## src/rtl/mem_wb_stage_if.sv

```systemverilog
// ============================================================================
// Module      : mem_wb_stage_if
// Description : MEM-to-WB pipeline bus, MEM-side inputs plus WB-side outputs.
// Revision    : 1.0
// ============================================================================
`default_nettype none

interface mem_wb_stage_if #(
   parameter int DATA_WIDTH = 32,
   parameter int REG_AW     = 5
);
   logic                  data_memory_busywait;
   logic                  valid_in;
   logic                  mem_read_signal;
   logic [DATA_WIDTH-1:0] load_data;
   logic [DATA_WIDTH-1:0] alu_out_mem;
   logic                  reg_write_en_in;
   logic [REG_AW-1:0]     reg_write_address_in;

   logic                  reg_write_en_wb;
   logic [REG_AW-1:0]     reg_write_address_wb;
   logic [DATA_WIDTH-1:0] data_wb;
   logic                  mem_read_en_WB;
   logic [REG_AW-1:0]     mem_address_WB;

   modport master (
      output data_memory_busywait, valid_in, mem_read_signal, load_data,
             alu_out_mem, reg_write_en_in, reg_write_address_in,
      input  reg_write_en_wb, reg_write_address_wb, data_wb,
             mem_read_en_WB, mem_address_WB
   );

   modport slave (
      input  data_memory_busywait, valid_in, mem_read_signal, load_data,
             alu_out_mem, reg_write_en_in, reg_write_address_in,
      output reg_write_en_wb, reg_write_address_wb, data_wb,
             mem_read_en_WB, mem_address_WB
   );
endinterface

`default_nettype wire

```

## src/rtl/mem_wb_stage.sv

```systemverilog
// ============================================================================
// Module      : mem_wb_stage
// Description : MEM/WB pipeline register with cache-stall performance counters.
// Revision    : 1.0
// ============================================================================
`default_nettype none

module mem_wb_stage #(
   parameter int DATA_WIDTH = 32,
   parameter int REG_AW     = 5,
   parameter int CNT_WIDTH  = 32
) (
   input  wire logic                 clock,
   input  wire logic                 reset,
   mem_wb_stage_if.slave             mem_wb,
   input  wire logic [1:0]           perf_sel,
   input  wire logic                 perf_clear,
   output logic      [CNT_WIDTH-1:0] perf_count
);

   localparam logic [0:0]           c_st_run   = 1'b0;
   localparam logic [0:0]           c_st_stall = 1'b1;
   localparam logic [CNT_WIDTH-1:0] c_cnt_max  = '1;
   localparam logic [CNT_WIDTH-1:0] c_cnt_one  = {{(CNT_WIDTH-1){1'b0}}, 1'b1};

   logic                 w_busy;
   logic                 w_retire;
   logic [0:0]           r_state;
   logic [0:0]           w_state_nxt;
   logic                 w_enter_stall;
   logic                 w_leave_stall;

   logic [CNT_WIDTH-1:0] r_retired;
   logic [CNT_WIDTH-1:0] r_stall_cyc;
   logic [CNT_WIDTH-1:0] r_episodes;
   logic [CNT_WIDTH-1:0] r_longest;
   logic [CNT_WIDTH-1:0] r_cur_len;

   function automatic logic [CNT_WIDTH-1:0] f_sat_inc(input logic [CNT_WIDTH-1:0] v);
      return (v == c_cnt_max) ? v : v + c_cnt_one;
   endfunction

   assign w_busy   = mem_wb.data_memory_busywait;
   assign w_retire = ~w_busy & mem_wb.valid_in;

   // Stall FSM: state register, next state, outputs.
   always_ff @(posedge clock or negedge reset) begin
      if (!reset) begin
         r_state <= c_st_run;
      end else begin
         r_state <= w_state_nxt;
      end
   end

   always_comb begin
      w_state_nxt = r_state;
      case (r_state)
         c_st_run:   if (w_busy)  w_state_nxt = c_st_stall;
         c_st_stall: if (!w_busy) w_state_nxt = c_st_run;
         default:    w_state_nxt = c_st_run;
      endcase
   end

   always_comb begin
      w_enter_stall = 1'b0;
      w_leave_stall = 1'b0;
      case (r_state)
         c_st_run:   w_enter_stall = w_busy;
         c_st_stall: w_leave_stall = ~w_busy;
         default:    ;
      endcase
   end

   // WB registers freeze during a stall so the store-forward source stays stable.
   always_ff @(posedge clock or negedge reset) begin
      if (!reset) begin
         mem_wb.data_wb              <= '0;
         mem_wb.reg_write_en_wb      <= 1'b0;
         mem_wb.reg_write_address_wb <= '0;
         mem_wb.mem_read_en_WB       <= 1'b0;
         mem_wb.mem_address_WB       <= '0;
      end else if (!w_busy) begin
         mem_wb.data_wb              <= mem_wb.mem_read_signal ? mem_wb.load_data
                                                               : mem_wb.alu_out_mem;
         mem_wb.reg_write_en_wb      <= mem_wb.reg_write_en_in & mem_wb.valid_in;
         mem_wb.reg_write_address_wb <= mem_wb.reg_write_address_in;
         mem_wb.mem_read_en_WB       <= mem_wb.mem_read_signal & mem_wb.valid_in;
         mem_wb.mem_address_WB       <= mem_wb.reg_write_address_in;
      end
   end

   always_ff @(posedge clock or negedge reset) begin
      if (!reset) begin
         r_retired   <= '0;
         r_stall_cyc <= '0;
         r_episodes  <= '0;
         r_longest   <= '0;
         r_cur_len   <= '0;
      end else if (perf_clear) begin
         r_retired   <= '0;
         r_stall_cyc <= '0;
         r_episodes  <= '0;
         r_longest   <= '0;
         r_cur_len   <= '0;
      end else begin
         if (w_retire) begin
            r_retired <= f_sat_inc(r_retired);
         end
         if (w_busy) begin
            r_stall_cyc <= f_sat_inc(r_stall_cyc);
            r_cur_len   <= f_sat_inc(r_cur_len);
         end
         if (w_enter_stall) begin
            r_episodes <= f_sat_inc(r_episodes);
         end
         // The episode length only folds into the maximum once it has ended.
         if (w_leave_stall) begin
            r_longest <= (r_cur_len > r_longest) ? r_cur_len : r_longest;
            r_cur_len <= '0;
         end
      end
   end

   always_comb begin
      perf_count = r_retired;
      case (perf_sel)
         2'd0:    perf_count = r_retired;
         2'd1:    perf_count = r_stall_cyc;
         2'd2:    perf_count = r_episodes;
         2'd3:    perf_count = r_longest;
         default: perf_count = r_retired;
      endcase
   end

endmodule

`default_nettype wire

```

## src/flat_wrapper.sv

```systemverilog
// flat-port wrapper written by rule: the top's interface ports become plain ports
module mem_wb_stage_flat 
#(
   parameter int DATA_WIDTH = 32,
   parameter int REG_AW     = 5,
   parameter int CNT_WIDTH  = 32
)
  (clock, reset, perf_sel, perf_clear, perf_count, mem_wb_data_memory_busywait, mem_wb_valid_in, mem_wb_mem_read_signal, mem_wb_load_data, mem_wb_alu_out_mem, mem_wb_reg_write_en_in, mem_wb_reg_write_address_in, mem_wb_reg_write_en_wb, mem_wb_reg_write_address_wb, mem_wb_data_wb, mem_wb_mem_read_en_WB, mem_wb_mem_address_WB);
  mem_wb_stage_if #(.DATA_WIDTH(DATA_WIDTH), .REG_AW(REG_AW)) mem_wb_i ();
  input  wire logic clock;
  input  wire logic reset;
  input  wire logic [1:0] perf_sel;
  input  wire logic perf_clear;
  output logic      [CNT_WIDTH-1:0] perf_count;
  input wire logic [$bits(mem_wb_i.data_memory_busywait)-1:0] mem_wb_data_memory_busywait;
  input wire logic [$bits(mem_wb_i.valid_in)-1:0] mem_wb_valid_in;
  input wire logic [$bits(mem_wb_i.mem_read_signal)-1:0] mem_wb_mem_read_signal;
  input wire logic [$bits(mem_wb_i.load_data)-1:0] mem_wb_load_data;
  input wire logic [$bits(mem_wb_i.alu_out_mem)-1:0] mem_wb_alu_out_mem;
  input wire logic [$bits(mem_wb_i.reg_write_en_in)-1:0] mem_wb_reg_write_en_in;
  input wire logic [$bits(mem_wb_i.reg_write_address_in)-1:0] mem_wb_reg_write_address_in;
  output wire logic [$bits(mem_wb_i.reg_write_en_wb)-1:0] mem_wb_reg_write_en_wb;
  output wire logic [$bits(mem_wb_i.reg_write_address_wb)-1:0] mem_wb_reg_write_address_wb;
  output wire logic [$bits(mem_wb_i.data_wb)-1:0] mem_wb_data_wb;
  output wire logic [$bits(mem_wb_i.mem_read_en_WB)-1:0] mem_wb_mem_read_en_WB;
  output wire logic [$bits(mem_wb_i.mem_address_WB)-1:0] mem_wb_mem_address_WB;
  assign mem_wb_i.data_memory_busywait = mem_wb_data_memory_busywait;
  assign mem_wb_i.valid_in = mem_wb_valid_in;
  assign mem_wb_i.mem_read_signal = mem_wb_mem_read_signal;
  assign mem_wb_i.load_data = mem_wb_load_data;
  assign mem_wb_i.alu_out_mem = mem_wb_alu_out_mem;
  assign mem_wb_i.reg_write_en_in = mem_wb_reg_write_en_in;
  assign mem_wb_i.reg_write_address_in = mem_wb_reg_write_address_in;
  assign mem_wb_reg_write_en_wb = mem_wb_i.reg_write_en_wb;
  assign mem_wb_reg_write_address_wb = mem_wb_i.reg_write_address_wb;
  assign mem_wb_data_wb = mem_wb_i.data_wb;
  assign mem_wb_mem_read_en_WB = mem_wb_i.mem_read_en_WB;
  assign mem_wb_mem_address_WB = mem_wb_i.mem_address_WB;
  mem_wb_stage #(.DATA_WIDTH(DATA_WIDTH), .REG_AW(REG_AW), .CNT_WIDTH(CNT_WIDTH)) u_core (.clock(clock), .reset(reset), .mem_wb(mem_wb_i), .perf_sel(perf_sel), .perf_clear(perf_clear), .perf_count(perf_count));
endmodule
```

## config.mk

```make
export PLATFORM = sky130hd
export DESIGN_NAME = mem_wb_stage_flat
export DESIGN_NICKNAME = d
export VERILOG_FILES = /design/src/rtl/mem_wb_stage_if.sv /design/src/rtl/mem_wb_stage.sv /design/src/flat_wrapper.sv
export SDC_FILE = /design/constraint.sdc
export NUM_CORES = 1
export LEC_CHECK = 0
export CORE_UTILIZATION = 45
export CTS_BUF_LIST = sky130_fd_sc_hd__clkbuf_2 sky130_fd_sc_hd__clkbuf_4 sky130_fd_sc_hd__clkbuf_8
export CTS_CLUSTER_DIAMETER = 50
export DETAILED_ROUTE_END_ITERATION = 16
export PLACE_DENSITY = 0.67
export SLEW_MARGIN = 30
export SYNTH_ARGS = -nofsm -noshare
export SYNTH_HDL_FRONTEND = slang
export SYNTH_SLANG_ARGS = --single-unit
```

## constraint.sdc

```tcl
create_clock -name clock -period 3.3 [get_ports clock]
set_clock_uncertainty 0.15 [all_clocks]
set_input_delay 0.66 -clock clock [delete_from_list [all_inputs] [get_ports clock]]
set_output_delay 0.66 -clock clock [all_outputs]
set_load 0.02 [all_outputs]
```

==> impl_summary.txt <==
----------------------------------------------------
[Finish]
  Ratio of cells with drive above 1 in the final layout ... 0.09352
  Most common cell after layout, fill and taps aside ... sky130_fd_sc_hd__dfrtp_1
  P&R area growth vs syn ... 19.00%
  Most used cells in the layout excluding fill and tap cells ... 200 x sky130_fd_sc_hd__dfrtp_1, 148 x sky130_fd_sc_hd__clkdlybuf4s50_1, 119 x sky130_fd_sc_hd__nor2_1
  Number of antenna repair diodes ... 0
  Final-layout fill cell count ... 2,340
  Total number of nets in the final design ... 1,459

[Yosys]
  Xor/xnor cell area share of the yosys netlist ... 0.07001
  Ys flop type ... sky130_fd_sc_hd__dfrtp_1
  Compound-cell area share of the yosys netlist ... 0.06481
  Post-synthesis instance total ... 1,211
  Proportion of register bits with asynchronous set or reset after synthesis ... 1.000
  Synth Net Count ... 1,325
  Multiplexer area fraction after synthesis ... 0.1220
  Post-synthesis register bit count ... 200
  Count of warnings emitted by yosys ... 0
  Simple-gate share of the synthesized area ... 0.2482
  Post-synthesis cell type count ... 71
  Main combinational cell family by area after synthesis ... simple AND/OR/NAND/NOR gates
  Synthesized area divided by synthesized cell count ... 9.917 um^2
  Seq/Total Area, Yosys ... 0.4168
  Post-Synthesis Cell Area ... 0.01201 mm^2
  Number of enable flip-flop cells after synthesis ... 0
  Adder and majority gate portion of the synthesized area ... 0.03751

[Global routing]
  Global route total overflow ... 0
  Antenna violations before repair ... 0
  Wire length of the first global-routing pass ... 50,570 um
  Total routing usage reported by global routing ... 0.2404
  Via count of the first global-routing pass ... 9,255
  Maximum number of pins on one net before global-route repair ... 93

[STA]
  Period utilisation layout ... 0.9513
  Setup TNS ... 0 ps
  Relative max-transition margin ... 0.4033
  Highest achievable clock rate ... 318.5 MHz
  Worst hold slack ... -4.068 ps
  Final period demand of the worst path ... 3139 ps
  Final hold violations ... 1
  Worst Tran Pin Value ... 895.1 ps
  Final setup viols ... 0
  Final Max Tran Viols ... 0
  Setup repair after global routing missed its margin ... false

[Placement]
  Final HPWL from detailed placement ... 23,330 um
  RePlAce Congestion ... 0.8985
  PortBufs ... 153

[Die]
  Core footprint ... 0.02613 mm^2
  Row count ... 59
  Vertical die dimension ... 165.4 um
  Effective utilization at floorplan ... 0.4595
  Die ar. ... 0.02734 mm^2
  IO Count ... 154
  Overall die width ... 165.4 um

[Worst hold path]
  Tightest Hold Check Type ... primary input to asynchronous set/reset pin

[CTS]
  Count of clock tree sinks ... 200
  Post-CTS setup buffer count ... 0
  Clk pin slew, worst setup/hold paths ... 130 ps
  Clock buffer count from CTS ... 17
  Hold-fix buffer count after cts ... 0
  TritonCTS clock tree ... done
  Cell chosen for the clock root ... sky130_fd_sc_hd__clkbuf_8
  Number of resized instances in the post-cts repair step ... 0
  Insertion delay to the later sink of the worst-skew pair ... 490 ps
  Max Root-Sink Buffers ... 2
  Number of H-tree levels ... 4

[Pwr]
  Relative contribution of the clock network to total power ... 0.338
  Share of power burned in registers ... 0.537
  Combinational share of power ... 0.126
  Switching power summed over all nets ... 1.377 mW
  Int Power ... 3.377 mW
  Net Sw Frac ... 0.2897
  Maximum resistive drop on vdd ... 0.2182 mV
  Areal power density over the cells ... 332.7 mW/mm^2
  Total leakage power ... 5.988 nW

[Critical path]
  Arrival @ worst endpoint ... 2330 ps
  Origin of the critical flop-to-flop path ... u_core.r_cur_len[30]
  Register-to-Register Path Depth ... 8
  Worst setup slack for register-to-register paths ... 330 ps
  CP Data Required Time ... 2490 ps
  Crit path from ... perf_sel[1]
  Last element of the critical path ... perf_count[4]
  Element type at the critical path end ... primary output
  Maximum fanout count along the critical path ... 32
  Terminus of the critical flop-to-flop path ... u_core.r_longest[9]
  Crit start category ... primary input
  Critical path class ... primary input to primary output

[Drt]
  Routed wire length per instance ... 18.36 um
  Via Count ... 9,482
  Number of vias per cell ... 5.601
  Number of DRC violations after detailed-routing iteration 0 ... 659
  Total Wirelength ... 31,080 um
  Routed Antenna Nets ... 0
  Number of search-and-repair iterations in the first detailed-routing pass ... 13
  Detailed-route DRC error count ... 4

[Run status]
  Violated checks ... DRC, hold timing
  Status ... complete, but fails checks

[Run]
  Max-capacitance violation count ... 0

----------------------------------------------------
registers in the layout (all words and copies together) (netlist names):
register                            flops
u_core.mem_wb.data_wb                  32
u_core.r_longest                       32
u_core.r_retired                       32
u_core.mem_wb.reg_write_address_wb      5
u_core.r_cur_len                       32
u_core.mem_wb.reg_write_en_wb           1
u_core.mem_wb.mem_read_en_WB            1
u_core.r_stall_cyc                     32
u_core.r_state                          1
u_core.r_episodes                      32
layout make-up:
cell class / instances / area, um^2 / share of cell area
inverter: 49 / 183.9 / 0.01287
multi-input combinational: 901 / 6524 / 0.4565
sequential: 200 / 5005 / 0.3502
clock buffer: 17 / 234.0 / 0.01637
tap: 335 / 419.2 / 0.02933
clock inverter: 15 / 182.7 / 0.01278
timing repair buffer: 176 / 1743 / 0.1220
critical path: stages:
cell	delay [ps]
sky130_fd_sc_hd__clkdlybuf4s50_1	500
sky130_fd_sc_hd__buf_12	220
sky130_fd_sc_hd__mux4_2	330
sky130_fd_sc_hd__clkdlybuf4s50_1	580
metrics by stage:
stage | power (mW) | util | instance area, um^2 | instances | setup slack [ps]
3_3_place_gp | 3.201 | 0.5308 | 13870 | 1661 | 197.3
5_1_grt | 4.960 | 0.5469 | 14290 | 1693 | 126.7
4_1_cts | 4.816 | 0.5468 | 14290 | 1693 | 174.8
6_report | 4.754 | 0.5469 | 14290 | 1693 | 160.8
2_1_floorplan | 2.883 | - | 12010 | 1211 | 367.2
3_5_place_dp | 3.208 | 0.5308 | 13870 | 1661 | 182.6
synthesized netlist by cell type, drive strengths merged (36+ instances only):
library cell / n / share of area
dfrtp: 200 / 0.42
nor2: 119 / 0.037
nand2: 82 / 0.026
nand2b: 71 / 0.037
mux2i: 65 / 0.054
xnor2: 59 / 0.043
nand3: 55 / 0.024
nand4: 50 / 0.028
o21ai: 50 / 0.021
inv: 49 / 0.015
xor2: 37 / 0.027
a21oi: 36 / 0.015
ha: 36 / 0.038
nor3: 36 / 0.016
power by group through the flow:
stage          Combinational, mW  Sequential (mW)  Clock, mW
5_1_grt                    0.647             2.56       1.75
6_report                   0.598             2.55       1.61
2_1_floorplan              0.230             2.65          0
3_3_place_gp               0.606             2.59          0
4_1_cts                    0.611             2.55       1.65
3_5_place_dp               0.611             2.60          0
logic make-up after synthesis:
group / Yosys count
fa+ha+maj: 36
xor+xnor: 96
flops: 200
compound gates: 123
buf+inv: 110
mux: 104
simple gates: 542
routing by layer:
| layer | track usage | wire length [um] |
|---|---|---|
| met1 | 0.3228 | 13840 |
| met2 | 0.3986 | 15170 |
| met3 | 0.04071 | 1530 |
| met4 | 0.06942 | 542 |
| met5 | 0 | 0 |
worst min path at each step:
stage | to | startpoint | slack [ps]
after floorplan | u_core.mem_wb.data_wb[0] | reset | 210
after global placement | u_core.mem_wb.data_wb[24] | u_core.mem_wb.data_wb[24] | 320
after detailed placement | u_core.mem_wb.data_wb[19] | u_core.mem_wb.data_wb[19] | 320
after CTS | u_core.mem_wb.data_wb[24] | reset | 20
after global routing | u_core.mem_wb.data_wb[24] | reset | 40
final | u_core.mem_wb.data_wb[24] | reset | -4
No activity file was read; power rests on OpenSTA's default activity.
